[src/rtl/ls_store_buffer.sv]
// rtl/ls_store_buffer.sv - load/store unit store buffer with in-order commit and drain
//
// Purpose:
//   Holds speculative stores in a circular FIFO until the ROB retires them,
//   then drains committed stores to data memory one per cycle. Loads read
//   memory directly. A load that overlaps a buffered store is either
//   forwarded or stalled.
//
// Configuration:
//   SB_FWD_EN (macro) - when defined, a load whose address exactly matches
//                       the youngest overlapping store returns that store's
//                       data; otherwise any overlap stalls the load.
//
// Ports:
//   in_clk, in_rst                 - clock, synchronous active-high reset
//   in_req_*                       - LS request (store/load, addr, data, ROB index)
//   out_req_ready                  - request accepted this edge when high with valid
//   in_commit_valid/_rob_index     - ROB retires the store with this index
//   in_flush                       - squash all uncommitted stores
//   out_mem_wen/_waddr/_wval       - drain write port, in_mem_wready accepts
//   out_mem_raddr, in_mem_rdata    - combinational load read port
//   out_rob_done/_dst_rob_index/_value - completion report, one cycle after accept

`ifndef GPR_SIZE
`define GPR_SIZE 64
`endif
`ifndef ROB_IDX_SIZE
`define ROB_IDX_SIZE 4
`endif

module ls_store_buffer #(
  parameter int SB_DEPTH = 4,
  parameter int ADDR_W   = 14
) (
  input  logic                     in_clk,
  input  logic                     in_rst,
  input  logic                     in_req_valid,
  input  logic                     in_req_is_store,
  input  logic [`GPR_SIZE-1:0]     in_req_addr,
  input  logic [`GPR_SIZE-1:0]     in_req_wval,
  input  logic [`ROB_IDX_SIZE-1:0] in_req_rob_index,
  output logic                     out_req_ready,
  input  logic                     in_commit_valid,
  input  logic [`ROB_IDX_SIZE-1:0] in_commit_rob_index,
  input  logic                     in_flush,
  output logic                     out_mem_wen,
  output logic [ADDR_W-1:0]        out_mem_waddr,
  output logic [`GPR_SIZE-1:0]     out_mem_wval,
  input  logic                     in_mem_wready,
  output logic [ADDR_W-1:0]        out_mem_raddr,
  input  logic [`GPR_SIZE-1:0]     in_mem_rdata,
  output logic                     out_rob_done,
  output logic [`ROB_IDX_SIZE-1:0] out_rob_dst_rob_index,
  output logic [`GPR_SIZE-1:0]     out_rob_value
);

  localparam int GW = `GPR_SIZE;
  localparam int RW = `ROB_IDX_SIZE;
  localparam int PW = (SB_DEPTH > 1) ? $clog2(SB_DEPTH) : 1;
  localparam int CW = PW + 1;

`ifdef SB_FWD_EN
  localparam bit FWD_EN = 1'b1;
`else
  localparam bit FWD_EN = 1'b0;
`endif

  typedef enum logic [1:0] {
    E_FREE      = 2'd0,
    E_PENDING   = 2'd1,
    E_COMMITTED = 2'd2
  } ent_state_e;

  // Entry payload (no reset needed: validity comes from head/count)
  logic [ADDR_W-1:0] addr_q [SB_DEPTH];
  logic [GW-1:0]     wval_q [SB_DEPTH];
  logic [RW-1:0]     rob_q  [SB_DEPTH];

  // FIFO bookkeeping. Commits happen in order at the oldest pending entry,
  // so committed entries always form a prefix starting at head: the number
  // of committed entries (ccnt) fully describes the PENDING/COMMITTED split.
  logic [PW-1:0] head_q, head_d;
  logic [PW-1:0] tail_q, tail_d;
  logic [CW-1:0] cnt_q, cnt_d;
  logic [CW-1:0] ccnt_q, ccnt_d;

  logic          done_q;
  logic [RW-1:0] done_rob_q;
  logic [GW-1:0] done_val_q;

  // Derived per-entry state
  logic [PW-1:0] ent_off  [SB_DEPTH];
  ent_state_e    ent_state [SB_DEPTH];

  always_comb begin
    for (int i = 0; i < SB_DEPTH; i++) begin
      ent_off[i] = PW'(i) - head_q;
      if ({1'b0, ent_off[i]} < ccnt_q) begin
        ent_state[i] = E_COMMITTED;
      end else if ({1'b0, ent_off[i]} < cnt_q) begin
        ent_state[i] = E_PENDING;
      end else begin
        ent_state[i] = E_FREE;
      end
    end
  end

  // Two 8-byte windows intersect when the start addresses differ by less
  // than 8 in either direction (modulo the truncated address space).
  function automatic logic win_overlap(input logic [ADDR_W-1:0] a,
                                       input logic [ADDR_W-1:0] b);
    logic [ADDR_W-1:0] d_ab;
    logic [ADDR_W-1:0] d_ba;
    d_ab = a - b;
    d_ba = b - a;
    return (d_ab < ADDR_W'(8)) || (d_ba < ADDR_W'(8));
  endfunction

  logic [ADDR_W-1:0] req_addr;
  logic              ld_req;
  logic [PW-1:0]     scan_idx [SB_DEPTH];
  logic              ovl_any;
  logic              yng_exact;
  logic [GW-1:0]     yng_val;

  assign req_addr      = in_req_addr[ADDR_W-1:0];
  assign ld_req        = in_req_valid && !in_req_is_store;
  assign out_mem_raddr = req_addr;

  // Scan oldest to youngest so the last overlapping hit is the youngest.
  always_comb begin
    ovl_any   = 1'b0;
    yng_exact = 1'b0;
    yng_val   = '0;
    for (int k = 0; k < SB_DEPTH; k++) begin
      scan_idx[k] = head_q + PW'(k);
      if ((ent_state[scan_idx[k]] != E_FREE) &&
          win_overlap(req_addr, addr_q[scan_idx[k]])) begin
        ovl_any   = 1'b1;
        yng_exact = (addr_q[scan_idx[k]] == req_addr);
        yng_val   = wval_q[scan_idx[k]];
      end
    end
  end

  logic          ld_hazard;
  logic          ld_fwd;
  logic [GW-1:0] ld_value;
  logic          full;
  logic          ready_raw;
  logic          acc;
  logic          st_acc;

  assign ld_fwd    = ld_req && ovl_any && FWD_EN && yng_exact;
  assign ld_hazard = ld_req && ovl_any && !(FWD_EN && yng_exact);
  assign ld_value  = ld_fwd ? yng_val : in_mem_rdata;

  // Ready is computed from the registered count, so a drain in the same
  // cycle does not make room for a store offered to a full buffer.
  assign full      = (cnt_q == CW'(SB_DEPTH));
  assign ready_raw = !in_flush && !(in_req_valid && in_req_is_store && full) && !ld_hazard;
  assign out_req_ready = in_rst ? 1'b1 : ready_raw;
  assign acc       = in_req_valid && ready_raw && !in_rst;
  assign st_acc    = acc && in_req_is_store;

  // Drain port
  logic has_commit;
  logic drain;

  assign has_commit    = (ccnt_q != '0);
  assign out_mem_wen   = has_commit && !in_rst;
  assign out_mem_waddr = out_mem_wen ? addr_q[head_q] : '0;
  assign out_mem_wval  = out_mem_wen ? wval_q[head_q] : '0;
  assign drain         = has_commit && in_mem_wready;

  // Commit only matches the oldest pending entry.
  logic [PW-1:0] pend_idx;
  logic          commit_ok;

  assign pend_idx  = head_q + ccnt_q[PW-1:0];
  assign commit_ok = in_commit_valid && (ccnt_q < cnt_q) &&
                     (rob_q[pend_idx] == in_commit_rob_index);

  always_comb begin
    head_d = head_q;
    tail_d = tail_q;
    cnt_d  = cnt_q;
    ccnt_d = ccnt_q + CW'(commit_ok) - CW'(drain);
    if (drain) begin
      head_d = head_q + PW'(1);
    end
    if (in_flush) begin
      // Commit is applied first, then everything younger than the
      // committed prefix is discarded by pulling tail back onto it.
      cnt_d  = ccnt_d;
      tail_d = head_d + ccnt_d[PW-1:0];
    end else begin
      cnt_d  = cnt_q + CW'(st_acc) - CW'(drain);
      tail_d = tail_q + PW'(st_acc);
    end
  end

  always_ff @(posedge in_clk) begin
    if (in_rst) begin
      head_q     <= '0;
      tail_q     <= '0;
      cnt_q      <= '0;
      ccnt_q     <= '0;
      done_q     <= 1'b0;
      done_rob_q <= '0;
      done_val_q <= '0;
    end else begin
      head_q <= head_d;
      tail_q <= tail_d;
      cnt_q  <= cnt_d;
      ccnt_q <= ccnt_d;
      done_q <= acc;
      if (acc) begin
        done_rob_q <= in_req_rob_index;
        done_val_q <= in_req_is_store ? '0 : ld_value;
      end
    end
  end

  always_ff @(posedge in_clk) begin
    if (st_acc) begin
      addr_q[tail_q] <= req_addr;
      wval_q[tail_q] <= in_req_wval;
      rob_q[tail_q]  <= in_req_rob_index;
    end
  end

  assign out_rob_done          = done_q;
  assign out_rob_dst_rob_index = done_rob_q;
  assign out_rob_value         = done_val_q;

  // Upper address bits are intentionally ignored.
  logic unused_addr_hi;
  assign unused_addr_hi = ^in_req_addr[GW-1:ADDR_W];

endmodule
[config.mk]
export PLATFORM = sky130hd
export DESIGN_NAME = ls_store_buffer
export DESIGN_NICKNAME = d
export VERILOG_FILES = /design/src/rtl/ls_store_buffer.sv
export SDC_FILE = /design/constraint.sdc
export NUM_CORES = 1
export LEC_CHECK = 0
export CAP_MARGIN = 40
export CORE_ASPECT_RATIO = 0.7
export CORE_MARGIN = 2
export CORE_UTILIZATION = 50
export CTS_CLUSTER_SIZE = 12
export DETAILED_ROUTE_END_ITERATION = 8
export HOLD_SLACK_MARGIN = 0.03
export PLACE_DENSITY = 0.87
export SLEW_MARGIN = 20
export SYNTH_ARGS = -nofsm -noshare
export SYNTH_HDL_FRONTEND = slang
export SYNTH_SLANG_ARGS = --single-unit
export TNS_END_PERCENT = 10
[constraint.sdc]
create_clock -name in_clk -period 10.5 [get_ports in_clk]
set_clock_uncertainty 0.2 [all_clocks]
set_input_delay 1.05 -clock in_clk [delete_from_list [all_inputs] [get_ports in_clk]]
set_output_delay 1.05 -clock in_clk [all_outputs]
set_load 0.01 [all_outputs]
==> reports/metrics.csv <==
stage,metric,value,unit
placed_design,"Cell Area, Placed",0.02614,sq mm
power,Worst VDD drop,0.1330,mV
detailed_routing,Post-DRT Antenna Nets,0,
worst_setup_path,Crit Path Class,reg2out,
clock_tree,"Hold-fix buffers, CTS",0,
timing,Hold WS,0.2756,ns
detailed_routing,DR pass1 iterations,6,
synth,largest area contributor in the netlist,edfxtp_1,
detailed_routing,"wirelength, routed",62120,um
timing,Tightest Pin Transition,0.9138,ns
detailed_routing,DRC errors left,0,
cells_and_area,fin area,0.02745,sq mm
timing,Peak Freq,125.2,MHz
worst_setup_path,Worst Path Required,9.25,ns
cells_and_area,utilization after layout,0.6233,
synth,mapped cell area,0.02247,sq mm
placed_design,Placed Cells,2706,
power,Leakage,10.09,nW
synth,cell count after synthesis,1890,
clock_tree,"Setup Fix Bufs, Post-CTS",0,
global_route,"Remaining Overflow, GRT",0,
clock_tree,total CTS buffers,41,
synth,Mean Syn Cell Area,11.89,sq um
synth,Synth Flop Type,edfxtp_1,
timing,worst setup margin,2.516,ns
floorplan,Die Footprint,0.04667,sq mm
worst_hold_path,Tightest Hold Check Type,reg2reg,
synth,syn_nets,2213,
detailed_routing,routed vias,16450,
synth,area share of the largest cell type after synthesis,0.4384,
power,Tot Pwr,5.981,mW
synth,Yosys warning total,0,
cells_and_area,"most common cell after layout, fill and taps aside",edfxtp_1,
cells_and_area,ant diodes,0,
clock_tree,maximum clock insertion buffer count,3,
global_route,all-layer global routing usage,0.2612,
run,Max-Cap Viols,0,
global_route,largest net degree at the start of global routing,68,
synth,#FFs+latches synth,407,
clock_tree,clock-pin slew of the registers on the worst-case setup and hold paths,0.06,ns
timing,Final Hold Fails,0,
timing,Final Setup Violations,0,
timing,Slew HR,0.3831,
synth,Unique masters post-synth,72,
global_route,vias in the first global route,16130,
cells_and_area,"Area growth, synth to finish",22.19,%
cells_and_area,# nets final,2480,
clock_tree,# clock sinks,407,
clock_tree,post_cts resized,0,
timing,RSZ-0062 raised after global routing,false,
detailed_routing,Vias/cell,5.928,
synth,number of synthesized flops with an enable pin,328,
placed_design,dpl hpwl,45370,um
clock_tree,Skew-Pair Late Insertion Delay,0.55,ns
global_route,initial antenna violation count,0,
detailed_routing,1st-iter DRT viols,1426,
timing,Pins Over Slew Limit,0,
detailed_routing,DR WL/cell,22.39,um
worst_setup_path,critical path capture point type,output pin,
cells_and_area,Non-Filler Instances,2775,
global_route,wire length of the first global-routing pass,95070,um
floorplan,I/O Pins,370,
floorplan,# rows,64,
timing,final setup TNS,0,ns
synth,"Seq/Total Area, Yosys",0.5088,
placed_design,final RePlAce weighted congestion,0.9145,
timing,Final Cycle Share,0.7604,
placed_design,DP Worst Slack,2.938,ns
worst_setup_path,worst-path maximum fanout,47,
worst_setup_path,Crit path arrival time,6.73,ns
placed_design,IO buf count,319,
outcome,status,"complete, no violations",
floorplan,Core Region,0.04404,sq mm
power,pwr/cell area,217.9,mW/mm^2
synth,synth top area cells,"edfxtp_1 44%, mux4_2 7.2%, dfxtp_1 7.0%, ha_1 6.3%, mux2i_1 4.2%",
cells_and_area,most frequent cells in the layout,"328 x edfxtp_1, 318 x clkdlybuf4s50_1, 133 x nand2b_1, 131 x nand2_1, 114 x ha_1",
clock_tree,H-tree depth,2,
timing,post-layout min period,7.984,ns
cells_and_area,layout cells sized above 1,0.09399,
synth,share of flip-flops with an asynchronous set or reset,0,
floorplan,Die Height,181.3,um
floorplan,Initial Utilization,0.5101,
floorplan,die span in x,257.4,um
worst_setup_path,Critical Path Start Type,flip-flop,
clock_tree,Clock Tree Root,clkbuf_16,
clock_tree,CTS tree,done,
==> per-layer routing <==
layer,GRT usage,share of wire,vias to the layer above
li1,-,-,7460
met1,0.3715,0.43,8146
met2,0.4137,0.46,737
met3,0.05499,0.086,107
met4,0.05757,0.022,0
met5,0,0,-
==> where the power goes <==
part           internal [mW]  switching [mW]
logic                   1.16            1.54
registers               1.80          0.0628
clock network          0.830           0.599
==> worst paths after layout <==
check,from,end,slack (ns),cells after the start
max,head_q[1],out_req_ready,2.52,15
min,out_rob_value[7],out_rob_value[7],0.28,2
max reg2reg,head_q[1],out_rob_dst_rob_index[1],3.37,16
min reg2reg,out_rob_value[7],out_rob_value[7],0.28,2
==> state kept, by name (all words and copies together) (netlist names) <==
| signal | flops |
|---|---|
| out_rob_done | 1 |
| out_rob_dst_rob_index | 4 |
| out_rob_value | 64 |
| addr_q | 56 |
| cnt_q | 3 |
| head_q | 2 |
| tail_q | 2 |
| wval_q | 256 |
| ccnt_q | 3 |
| rob_q | 16 |
==> worst max-delay path, stage by stage (launching register included) <==
cell and delay, ns:
dfxtp_4 0.61, buf_4 0.67, mux2_2 0.42, o21ai_0 0.46, inv_1 0.10, ha_1 0.46, nand4_1 0.25, a221oi_1 0.45
nor2_1 0.11, xnor2_1 0.14, or4_1 0.54, nor4_1 0.64, a221o_1 0.46, nor2_1 0.10, a31o_2 0.24, clkdlybuf4s50_1 0.50
==> final cells by class <==
cell class              count  area [sq um]
well taps                 594         743.2
repair buffers            344          3483
inverters                  95         356.6
flip-flops and latches    407         11440
clock buffers              59          1104
fillers                  3363         16590
multi-input cells        1268         10150
clock inverters             8         178.9
==> synth_stat cells, types with 16 or more instances <==
cell,number
edfxtp_1,328
nand2b_1,133
nand2_1,131
ha_1,114
a21oi_1,111
inv_1,95
mux2i_1,95
clkbuf_1,87
o21ai_0,83
dfxtp_1,79
mux4_2,72
and2_1,69
nor2_1,68
xnor2_1,55
mux2_2,27
xor2_1,27
buf_4,21
nand3_1,21
nand4_1,18
a21o_1,17
o211ai_1,17
nor2b_1,16
o221ai_1,16
or2_2,16
==> kinds of logic (layout without fill, tap and decap cells) <==
kind of cell | after synthesis | count (layout) | share of synthesized area
compound gates | 350 | 350 | 0.09897
fa+ha+maj | 116 | 116 | 0.06527
buf+inv | 215 | 506 | 0.04088
mux | 201 | 201 | 0.1323
simple gates | 519 | 519 | 0.1218
flops | 407 | 407 | 0.5088
xor+xnor | 82 | 82 | 0.03197
Note: power is estimated with default switching activity, not from simulation.
